==> config.mk <==
export PLATFORM = sky130hd
export DESIGN_NAME = amo_rmw_ctrl
export DESIGN_NICKNAME = d
export VERILOG_FILES = /design/src/rtl/amo_rmw_ctrl_pkg.sv /design/src/rtl/amo_reservation.sv /design/src/rtl/amoalu.sv /design/src/rtl/amo_rmw_ctrl.sv
export SDC_FILE = /design/constraint.sdc
export NUM_CORES = 1
export LEC_CHECK = 0
export CORE_AREA = 2 2 246 248
export CTS_CLUSTER_DIAMETER = 80
export CTS_CLUSTER_SIZE = 30
export DETAILED_ROUTE_END_ITERATION = 7
export DIE_AREA = 0 0 248 250
export PLACE_DENSITY = 0.7
export SYNTH_ARGS = -nofsm -noshare
export SYNTH_HDL_FRONTEND = slang
export SYNTH_HIERARCHICAL = 1
export SYNTH_SLANG_ARGS = --single-unit
==> constraint.sdc <==
create_clock -name clk -period 15.9 [get_ports clk]
set_clock_uncertainty 0.2 [all_clocks]
set_input_delay 3.975 -clock clk [delete_from_list [all_inputs] [get_ports clk]]
set_output_delay 3.975 -clock clk [all_outputs]
set_load 0.02 [all_outputs]
==> src/rtl/amo_rmw_ctrl_pkg.sv <==
// amo_rmw_ctrl_pkg: core config type, AMO opcodes and sequencer state encoding
package amo_rmw_ctrl_pkg;
  typedef struct packed {
    int XLEN;
    int PA_BITS;
  } cvw_t;
  localparam cvw_t CVW_DEFAULT = '{XLEN: 64, PA_BITS: 56};
  localparam logic [4:0] AMO_LR = 5'b00010;
  localparam logic [4:0] AMO_SC = 5'b00011;
  typedef enum logic [1:0] {IDLE, READ, WRITE, DONE} amostatetype;
endpackage

==> src/rtl/amo_reservation.sv <==
// amo_reservation: LR/SC reservation (set/set_adr from LR, clr from SC, ext_we/ext_adr snoop, hit = valid and chk_adr in granule)
module amo_reservation #(
  parameter int XLEN    = 64,
  parameter int PA_BITS = 56
) (
  input  logic               clk,
  input  logic               reset,
  input  logic               set,
  input  logic               clr,
  input  logic [PA_BITS-1:0] set_adr,
  input  logic [PA_BITS-1:0] chk_adr,
  input  logic               ext_we,
  input  logic [PA_BITS-1:0] ext_adr,
  output logic               hit
);
  localparam int G = $clog2(XLEN / 8);
  logic               valid;
  logic [PA_BITS-1:G] adr;
  logic [PA_BITS-1:G] cmp_adr;
  logic               ext_hit;
  logic               unused;
  assign unused  = &{1'b0, set_adr[G-1:0], chk_adr[G-1:0], ext_adr[G-1:0]};
  // a snooped write against the granule being set this cycle must also kill it
  assign cmp_adr = set ? set_adr[PA_BITS-1:G] : adr;
  assign ext_hit = ext_we & (ext_adr[PA_BITS-1:G] == cmp_adr);
  assign hit     = valid & (adr == chk_adr[PA_BITS-1:G]);
  always_ff @(posedge clk) begin
    if (reset) begin
      valid <= 1'b0;
      adr   <= '0;
    end else begin
      valid <= (set | valid) & ~(clr | ext_hit);
      adr   <= cmp_adr;
    end
  end
endmodule

==> src/rtl/amoalu.sv <==
// amoalu: AMO arithmetic/logic step (srca = old memory value, srcb = rs2, funct = funct7[6:2], result = value to store)
module amoalu #(
  parameter int XLEN = 64
) (
  input  logic [XLEN-1:0] srca,
  input  logic [XLEN-1:0] srcb,
  input  logic [4:0]      funct,
  output logic [XLEN-1:0] result
);
  logic lt, ltu;
  assign lt  = $signed(srca) < $signed(srcb);
  assign ltu = srca < srcb;
  always_comb begin
    result = '0;
    case (funct)
      5'b00000: result = srca + srcb;
      5'b00001: result = srcb;
      5'b00100: result = srca ^ srcb;
      5'b01000: result = srca | srcb;
      5'b01100: result = srca & srcb;
      5'b10000: result = lt ? srca : srcb;
      5'b10100: result = lt ? srcb : srca;
      5'b11000: result = ltu ? srca : srcb;
      5'b11100: result = ltu ? srcb : srca;
      default:  result = '0;
    endcase
  end
endmodule

==> src/rtl/amo_rmw_ctrl.sv <==
// amo_rmw_ctrl: AMO/LR/SC bus read-modify-write sequencer (pipeline req/stall/done, bus read/write/ack, external write snoop)
module amo_rmw_ctrl
  import amo_rmw_ctrl_pkg::*;
#(
  parameter cvw_t P = CVW_DEFAULT
) (
  input  logic                   clk,
  input  logic                   reset,
  input  logic                   AMOReqM,
  input  logic                   FlushM,
  input  logic [6:0]             LSUFunct7M,
  input  logic [2:0]             LSUFunct3M,
  input  logic [P.PA_BITS-1:0]   PAdrM,
  input  logic [P.XLEN-1:0]      WriteDataM,
  output logic                   AMOStallM,
  output logic                   AMODoneM,
  output logic [P.XLEN-1:0]      AMOReadDataM,
  output logic                   BusRead,
  output logic                   BusWrite,
  output logic [P.PA_BITS-1:0]   BusAdr,
  output logic [P.XLEN/8-1:0]    BusByteEn,
  output logic [P.XLEN-1:0]      BusWriteData,
  input  logic                   BusAck,
  input  logic [P.XLEN-1:0]      BusReadData,
  input  logic                   ExtWriteM,
  input  logic [P.PA_BITS-1:0]   ExtWriteAdr
);
  localparam int XLEN = P.XLEN;
  localparam int PA   = P.PA_BITS;
  amostatetype     state, state_n;
  logic [4:0]      op;
  logic            dbl;
  logic [PA-1:0]   adr;
  logic [XLEN-1:0] rs2, old, rd, rd_ext, ihwd, alu_res, wd_src;
  logic            start, is_lr, is_sc, res_hit;
  logic            unused;
  assign unused       = &{1'b0, LSUFunct7M[1:0], LSUFunct3M[2:1]};
  assign start        = (state == IDLE) & AMOReqM & ~FlushM;
  assign is_lr        = op == AMO_LR;
  assign is_sc        = op == AMO_SC;
  assign AMOStallM    = (state == IDLE) ? AMOReqM & ~FlushM : state != DONE;
  assign AMODoneM     = state == DONE;
  assign BusRead      = state == READ;
  assign BusWrite     = state == WRITE;
  assign BusAdr       = adr;
  assign AMOReadDataM = rd;
  assign wd_src       = is_sc ? rs2 : alu_res;
  generate
    if (XLEN == 64) begin : g_rv64
      logic [31:0] lane;
      assign lane         = adr[2] ? BusReadData[63:32] : BusReadData[31:0];
      assign rd_ext       = dbl ? BusReadData : {{32{lane[31]}}, lane};
      assign ihwd         = dbl ? rs2 : {{32{rs2[31]}}, rs2[31:0]};
      assign BusWriteData = dbl ? wd_src : {2{wd_src[31:0]}};
      assign BusByteEn    = dbl ? 8'hFF : adr[2] ? 8'hF0 : 8'h0F;
    end else begin : g_rv32
      assign rd_ext       = BusReadData;
      assign ihwd         = rs2;
      assign BusWriteData = wd_src;
      assign BusByteEn    = '1;
    end
  endgenerate
  amoalu #(.XLEN(XLEN)) alu (
    .srca  (old),
    .srcb  (ihwd),
    .funct (op),
    .result(alu_res)
  );
  amo_reservation #(.XLEN(XLEN), .PA_BITS(PA)) resv (
    .clk    (clk),
    .reset  (reset),
    .set    ((state == READ) & BusAck & is_lr),
    .clr    ((state == DONE) & is_sc),
    .set_adr(adr),
    .chk_adr(PAdrM),
    .ext_we (ExtWriteM),
    .ext_adr(ExtWriteAdr),
    .hit    (res_hit)
  );
  always_comb begin
    state_n = state;
    case (state)
      IDLE:    state_n = ~start ? IDLE : (LSUFunct7M[6:2] != AMO_SC) ? READ : res_hit ? WRITE : DONE;
      READ:    state_n = ~BusAck ? READ : is_lr ? DONE : WRITE;
      WRITE:   state_n = BusAck ? DONE : WRITE;
      default: state_n = IDLE;
    endcase
  end
  always_ff @(posedge clk) begin
    if (reset) begin
      state <= IDLE;
      op    <= '0;
      dbl   <= 1'b0;
      adr   <= '0;
      rs2   <= '0;
      old   <= '0;
      rd    <= '0;
    end else begin
      state <= state_n;
      if (start) begin
        op  <= LSUFunct7M[6:2];
        dbl <= LSUFunct3M[0];
        adr <= PAdrM;
        rs2 <= WriteDataM;
        if ((LSUFunct7M[6:2] == AMO_SC) & ~res_hit) rd <= XLEN'(1);
      end
      if ((state == READ) & BusAck) begin
        old <= rd_ext;
        rd  <= rd_ext;
      end
      if ((state == WRITE) & BusAck & is_sc) rd <= '0;
    end
  end
endmodule

==> metrics.csv, run 1 <==
stage,metric,value,unit
power_and_ir_drop,Pint,1.40,mW
min_path,Min-Delay Path Class,reg -> reg,
floorplanning,Die X-Extent,248,um
grt,grt total ovfl,0,
timing,Tmin final,12.02,ns
clock_network,clk_lat worst skew,0.61,ns
setup_path,FF-to-FF setup slack,11.08,ns
clock_network,Clock Path Buffers,3,
placed_design,IO buf count,444,
synth,share of the yosys chip area belonging to registers,26.5,%
timing,setup_tns,0,ns
clock_network,hold buffers post-CTS,0,
timing,slew margin rel.,16.9,%
synth,Mapped Area,23500,um^2
synth,syn_nets,3385,
drt,WL final,94100,um
drt,WL/cell,23.5,um
timing,# setup viols final,0,
grt,largest net degree at the start of global routing,98,
timing,Slew @ Worst Pin,1.23,ns
synth,synth warn,6,
setup_path,"delay-heaviest family, CP",buffers and inverters,
final_layout,Area Growth Syn to Fin,24.0,%
final_layout,nets,3660,
clock_network,CTS tree,built,
synth,most numerous cell in the Yosys netlist,nand2_1,
setup_path,CP max-delay cell,nor2_1,
setup_path,crit end category,primary output,
synth,mean post-synth cell area,7.99,um^2
setup_path,"Max FO, Critical Path",34,
synth,Commonest cells post-synth,"nand2_1, dfxtp_1, a21oi_1, nor2_1, ha_1",
timing,fmax,83.2,MHz
drt,Initial DRC Count,2094,
grt,first-pass GRT wire length,139000,um
synth,Yosys reg bits,310,
synth,Gate Count Post-Synth,2936,
power_and_ir_drop,Logic pwr share,31.7,%
timing,RSZ-0062 raised after global routing,no,
setup_path,WS Path Type,reg -> out,
power_and_ir_drop,PD cells,77.3,nW/um^2
placed_design,routability cong.,0.985,
setup_path,Crit path required time,11.73,ns
floorplanning,Ports,452,
clock_network,clk sink count,310,
floorplanning,# rows,90,
grt,all-layer global routing usage,29.3,%
synth,Yosys cell types,79,
clock_network,Clock Root Buffer,clkbuf_16,
setup_path,worst stage delay on the critical path,0.69,ns
power_and_ir_drop,clock power share,29.9,%
final_layout,share of layout cells above drive strength 1,7.07,%
drt,post-DR vias/cell,5.78,
placed_design,DP HPWL,71900,um
setup_path,CP Launch Type,register,
synth,"EDFF count, synth",0,
synth,leading area contributor after synthesis,dfxtp_1,
drt,total number of vias,23200,
setup_path,Most common cell on crit path,buf_4,
synth,main flop type after synthesis,dfxtp_1,
grt,number of global-route vias before repair,22000,
clock_network,"CTS clk-pin slew, worst paths",0.10,ns
setup_path,Arrival @ worst endpoint,7.85,ns
power_and_ir_drop,net switching power,0.848,mW
power_and_ir_drop,Net Sw Frac,37.7,%
setup_path,"Cell Chain, Critical Path",buf_4 -> nand2b_2 -> nand2_1 -> inv_1 -> ha_1 -> buf_4 -> clkinv_1 -> a21oi_1 -> o31ai_1 -> nor4_1 -> o221ai_1 -> nor2_1 -> xnor2_2 -> o22ai_4 -> buf_4 -> a222oi_1 -> o21ai_1 -> mux4_2 -> clkdlybuf4s50_1,
floorplanning,die height,250,um
synth,ys async rst share,0,%
floorplanning,initial core utilization,39.4,%
timing,Final Slew Violations,0,
power_and_ir_drop,Pleak,10.6,nW
timing,Final Hold Fails,0,
floorplanning,CORE AREA,59600,um^2
clock_network,post-CTS sizing,0,
clock_network,Num CTS Buffers,22,
synth,Yosys top cell area share,26.5,%
power_and_ir_drop,Sequential Power Share,38.4,%
clock_network,"Setup Fix Bufs, Post-CTS",0,
grt,initial antenna violation count,13,
power_and_ir_drop,VDD IR max,0.0853,mV
flow_run,Max-Cap Viols,0,
drt,first drt pass iteration count,6,
drt,# DRC,0,
outcome,status,completed,
timing,Final period util,75.6,%
setup_path,CP bufs+invs,6,
clock_network,H-Tree Depth,1,
power_and_ir_drop,Final Power,2.25,mW
floorplanning,die area,62000,um^2
synth,Synth area leaders,"dfxtp_1, ha_1, nand2_1",
drt,Antenna Nets Post-Route,0,
[worst register-to-register path: cells and delay by family, from the launching register on]
kind                   cells  cell delay [ns]
buffers and inverters      2             1.01
multiplexers               1             0.57
AND/OR/NAND/NOR            6             2.02
flip-flops                 1             0.61
XOR/XNOR                   1             0.27
[layer usage]
layer	vias to the layer above	global-route usage (%)	part of all wire, %
met3	166	5.80	8.9
li1	11000	-	-
met2	990	49.0	47
met1	11100	36.9	40
met5	-	0	0.10
met4	14	10.6	4.1
[through the flow]
stage                     std cells  hold WS [ns]  utilization [%]  instance area [um^2]  setup WS [ns]
after global routing           4011         0.284             48.8                 29100           3.58
final                          4014         0.265             48.8                 29100           3.88
after detailed placement       3969         0.251             47.4                 28200           4.59
after floorplan                2936         0.246                -                 23500           6.64
after global placement         3969         0.246             47.4                 28200           4.62
after CTS                      4008         0.265             48.8                 29100           3.90
[cell type report]
type                            count  area [um^2]
Multi-Input combinational cell   2238        15700
Antenna cell                        6         15.0
Clock buffer                       22          551
Timing Repair Buffer              474         4670
Inverter                          165          619
Tap cell                          782          978
Clock inverter                     17          305
Sequential cell                   310         6210
Fill cell                        5789        30500
[layout by cell type, fill, tap and decap left out, types with 12 or more instances in the layout]
| cell type | Yosys | final |
|---|---|---|
| nor3_1 | 24 | 22 |
| xnor2_1 | 99 | 99 |
| mux2i_1 | 98 | 98 |
| clkbuf_16 | 0 | 22 |
| o21ai_0 | 102 | 102 |
| dfxtp_1 | 310 | 308 |
| a21oi_1 | 302 | 302 |
| mux2_2 | 34 | 34 |
| a221o_1 | 42 | 41 |
| o2bb2ai_2 | 60 | 60 |
| nand3_1 | 22 | 22 |
| o22ai_1 | 34 | 33 |
| nand2b_1 | 15 | 12 |
| nand2_1 | 438 | 435 |
| inv_1 | 164 | 164 |
| xor2_1 | 64 | 64 |
| a21o_1 | 26 | 26 |
| ha_1 | 192 | 192 |
| and3_1 | 13 | 13 |
| clkdlybuf4s50_1 | 0 | 443 |
| a22o_1 | 22 | 22 |
| nor2_1 | 243 | 241 |
| nor2b_1 | 24 | 23 |
| buf_4 | 8 | 30 |
| nor4_1 | 46 | 45 |
| mux4_2 | 32 | 32 |
| o21bai_1 | 12 | 12 |
| a31oi_1 | 14 | 14 |
| nand4_1 | 40 | 40 |
| a211oi_1 | 72 | 72 |
| o21ai_1 | 18 | 18 |
| a221oi_1 | 33 | 33 |
[final timing paths]
| kind | startpoint | to | cells after the start |
|---|---|---|---|
| max | rs2[31] | BusWriteData[59] | 19 |
| min | BusAdr[1] | BusAdr[1] | 2 |
| max reg2reg | op[2] | resv/valid | 10 |
| min reg2reg | BusAdr[1] | BusAdr[1] | 2 |
[kinds of logic after synthesis]
logic type	after synthesis	synth area share (%)
flip-flops	310	26.5
XOR/XNOR	164	6.16
multiplexers	164	8.89
AND/OR/NAND/NOR	902	17.0
AO/OA/AOI/OAI	815	24.4
adder cells (fa/ha/maj)	193	10.3
buffers and inverters	388	6.81
[flip-flops by register name (all words and copies together), names as in the netlist]
name and flops:
AMOReadDataM 64, BusAdr 56, dbl 1, old 64, op 5, resv/adr 53
resv/valid 1, rs2 64, state 2
[power by group through the flow]
stage	clock network (mW)	logic, mW	registers (mW)
global placement	0	0.700	0.877
CTS	0.687	0.706	0.860
detailed placement	0	0.703	0.878
floorplan	0	0.403	0.870
global route	0.714	0.760	0.866
finish	0.673	0.712	0.862
No activity file was read; power rests on OpenSTA's default activity.
==> run 2: changes to the inputs <==
clock period = 11.9 ns   (was 15.9 ns; I/O delays follow)
==> run 2 against run 1 <==
Against the previous run:
- sequential share of layout area about the same
- highest routed layer unchanged
- combinational power increased by 35%
- register-to-register slack got worse by 3.6 ns
- worst hold slack improved by 0.00080 ns
- clock power increased by 26%
- clock-buffer cell count unchanged
- first-iteration DRC count decreased by 3.4%
- worst setup slack got worse by 2.6 ns
==> metrics.csv, run 2 (synthesized netlist as in run 1, its figures left out) <==
stage,metric,value,unit
timing,Min Hold Slack,0.266,ns
floorplanning,Ports,452,
drt,WL/cell,23.5,um
min_path,Min-Delay Path Class,reg -> reg,
drt,Antenna Nets Post-Route,0,
timing,Final period util,89.0,%
clock_network,"Setup Fix Bufs, Post-CTS",0,
final_layout,Non-Filler Instances,4021,
timing,Slew @ Worst Pin,1.01,ns
setup_path,Arrival @ worst endpoint,7.41,ns
drt,post-DR vias/cell,5.75,
timing,# setup viols final,0,
clock_network,Clock Path Buffers,3,
drt,Initial DRC Count,2022,
setup_path,CP bufs+invs,7,
setup_path,Crit path required time,8.73,ns
grt,number of global-route vias before repair,22000,
clock_network,Num CTS Buffers,21,
clock_network,hold buffers post-CTS,0,
placed_design,"Cell Area, Placed",28300,um^2
drt,total number of vias,23100,
grt,all-layer global routing usage,29.5,%
clock_network,H-Tree Depth,1,
setup_path,crit end category,primary output,
clock_network,Clock Root Buffer,clkbuf_16,
final_layout,share of layout cells above drive strength 1,7.30,%
clock_network,"CTS clk-pin slew, worst paths",0.10,ns
timing,Final Hold Fails,0,
placed_design,Placed Cells,3980,
final_layout,cell area after layout,29100,um^2
flow_run,Max-Cap Viols,0,
floorplanning,CORE AREA,59600,um^2
clock_network,post-CTS sizing,0,
final_layout,"most common cell after layout, fill and taps aside",clkdlybuf4s50_1,
floorplanning,# rows,90,
placed_design,routability cong.,0.956,
clock_network,clk sink count,310,
final_layout,nets,3670,
grt,grt total ovfl,0,
setup_path,CP max-delay cell,a221o_2,
timing,slew margin rel.,32.3,%
final_layout,Sequential Area,6210,um^2
placed_design,DP HPWL,72900,um
placed_design,IO buf count,444,
final_layout,area occupied by multi-input gates,15700,um^2
power_and_ir_drop,Pleak,10.7,nW
final_layout,Layout fillers,5828,
timing,setup_tns,0,ns
setup_path,worst stage delay on the critical path,0.92,ns
drt,WL final,94600,um
final_layout,Area Growth Syn to Fin,24.0,%
clock_network,CTS tree,built,
grt,largest net degree at the start of global routing,113,
setup_path,CP Launch Type,register,
setup_path,"Cell Chain, Critical Path",buf_4 -> nand2b_1 -> buf_4 -> nand2_1 -> inv_1 -> ha_1 -> nor4_1 -> nand4_1 -> nor3_1 -> inv_1 -> o221ai_1 -> nor2_1 -> buf_4 -> xnor2_2 -> a221o_2 -> buf_4 -> a221oi_1 -> o21ai_1 -> mux4_2 -> clkdlybuf4s50_1,
timing,fmax,94.5,MHz
timing,Tmin final,10.59,ns
grt,first-pass GRT wire length,140000,um
power_and_ir_drop,PD cells,102,nW/um^2
drt,first drt pass iteration count,5,
setup_path,"Max FO, Critical Path",39,
timing,Final Slew Violations,0,
floorplanning,initial core utilization,39.4,%
final_layout,"Core Util, Final",48.8,%
setup_path,WS Path Type,reg -> out,
power_and_ir_drop,Final Power,2.96,mW
final_layout,most frequent cells in the layout,"clkdlybuf4s50_1, nand2_1, dfxtp_1",
timing,RSZ-0062 raised after global routing,no,
power_and_ir_drop,VDD IR max,0.107,mV
outcome,status,completed,
placed_design,Place WS,2.05,ns
floorplanning,Die X-Extent,248,um
grt,initial antenna violation count,12,
timing,setup ws final,1.31,ns
floorplanning,die height,250,um
setup_path,Most common cell on crit path,buf_4,
drt,# DRC,0,
clock_network,clk_lat worst skew,0.59,ns
setup_path,"delay-heaviest family, CP",buffers and inverters,
floorplanning,die area,62000,um^2
## run 2: cell count changes in the layout (fill, tap and decap cells not counted), moves of 2 or more
cell | before | now
clkinv_8 | 5 | 2
inv_12 | 0 | 2
diode_2 | 6 | 4
buf_4 | 30 | 41
clkinv_4 | 0 | 2
## run 2: worst reg2reg max path, cell delays in order (launching register included)
cell     delay, ns
dfxtp_4       0.49
or4b_2        0.73
nor3_2        0.17
buf_4         0.44
buf_4         0.56
mux2i_1       0.51
xnor2_1       0.11
nor4_1        0.54
nand3_1       0.15
nor4_1        0.33
nor4_1        0.08
## run 2: layout make-up
cell class	instances	area share, %
repair buffers	485	16.4
multi-input cells	2238	54.1
diodes	4	0.0344
well taps	782	3.36
inverters	165	2.13
clock buffers	22	1.82
clock inverters	15	0.847
flip-flops and latches	310	21.4
## run 2: power breakdown
group | total (mW) | internal (mW) | switching [mW]
Sequential | 1.15 | 1.08 | 0.0696
Clock | 0.850 | 0.382 | 0.468
Combinational | 0.964 | 0.392 | 0.572
## run 2: routing by layer
layer / track usage (%) / share of wire, % / up-vias
li1: - / - / 11000
met1: 37.5 / 40 / 11100
met4: 10.1 / 3.8 / 14
met2: 49.1 / 47 / 933
met3: 6.39 / 8.7 / 154
met5: 0 / 0.097 / -
## run 2: worst paths after layout
check        slack [ns]               end       from  depth (start not counted)
min                0.27         BusAdr[1]  BusAdr[1]                          2
max                1.31  BusWriteData[39]    rs2[31]                         20
max reg2reg        7.46        resv/valid      op[2]                         10
min reg2reg        0.27         BusAdr[1]  BusAdr[1]                          2
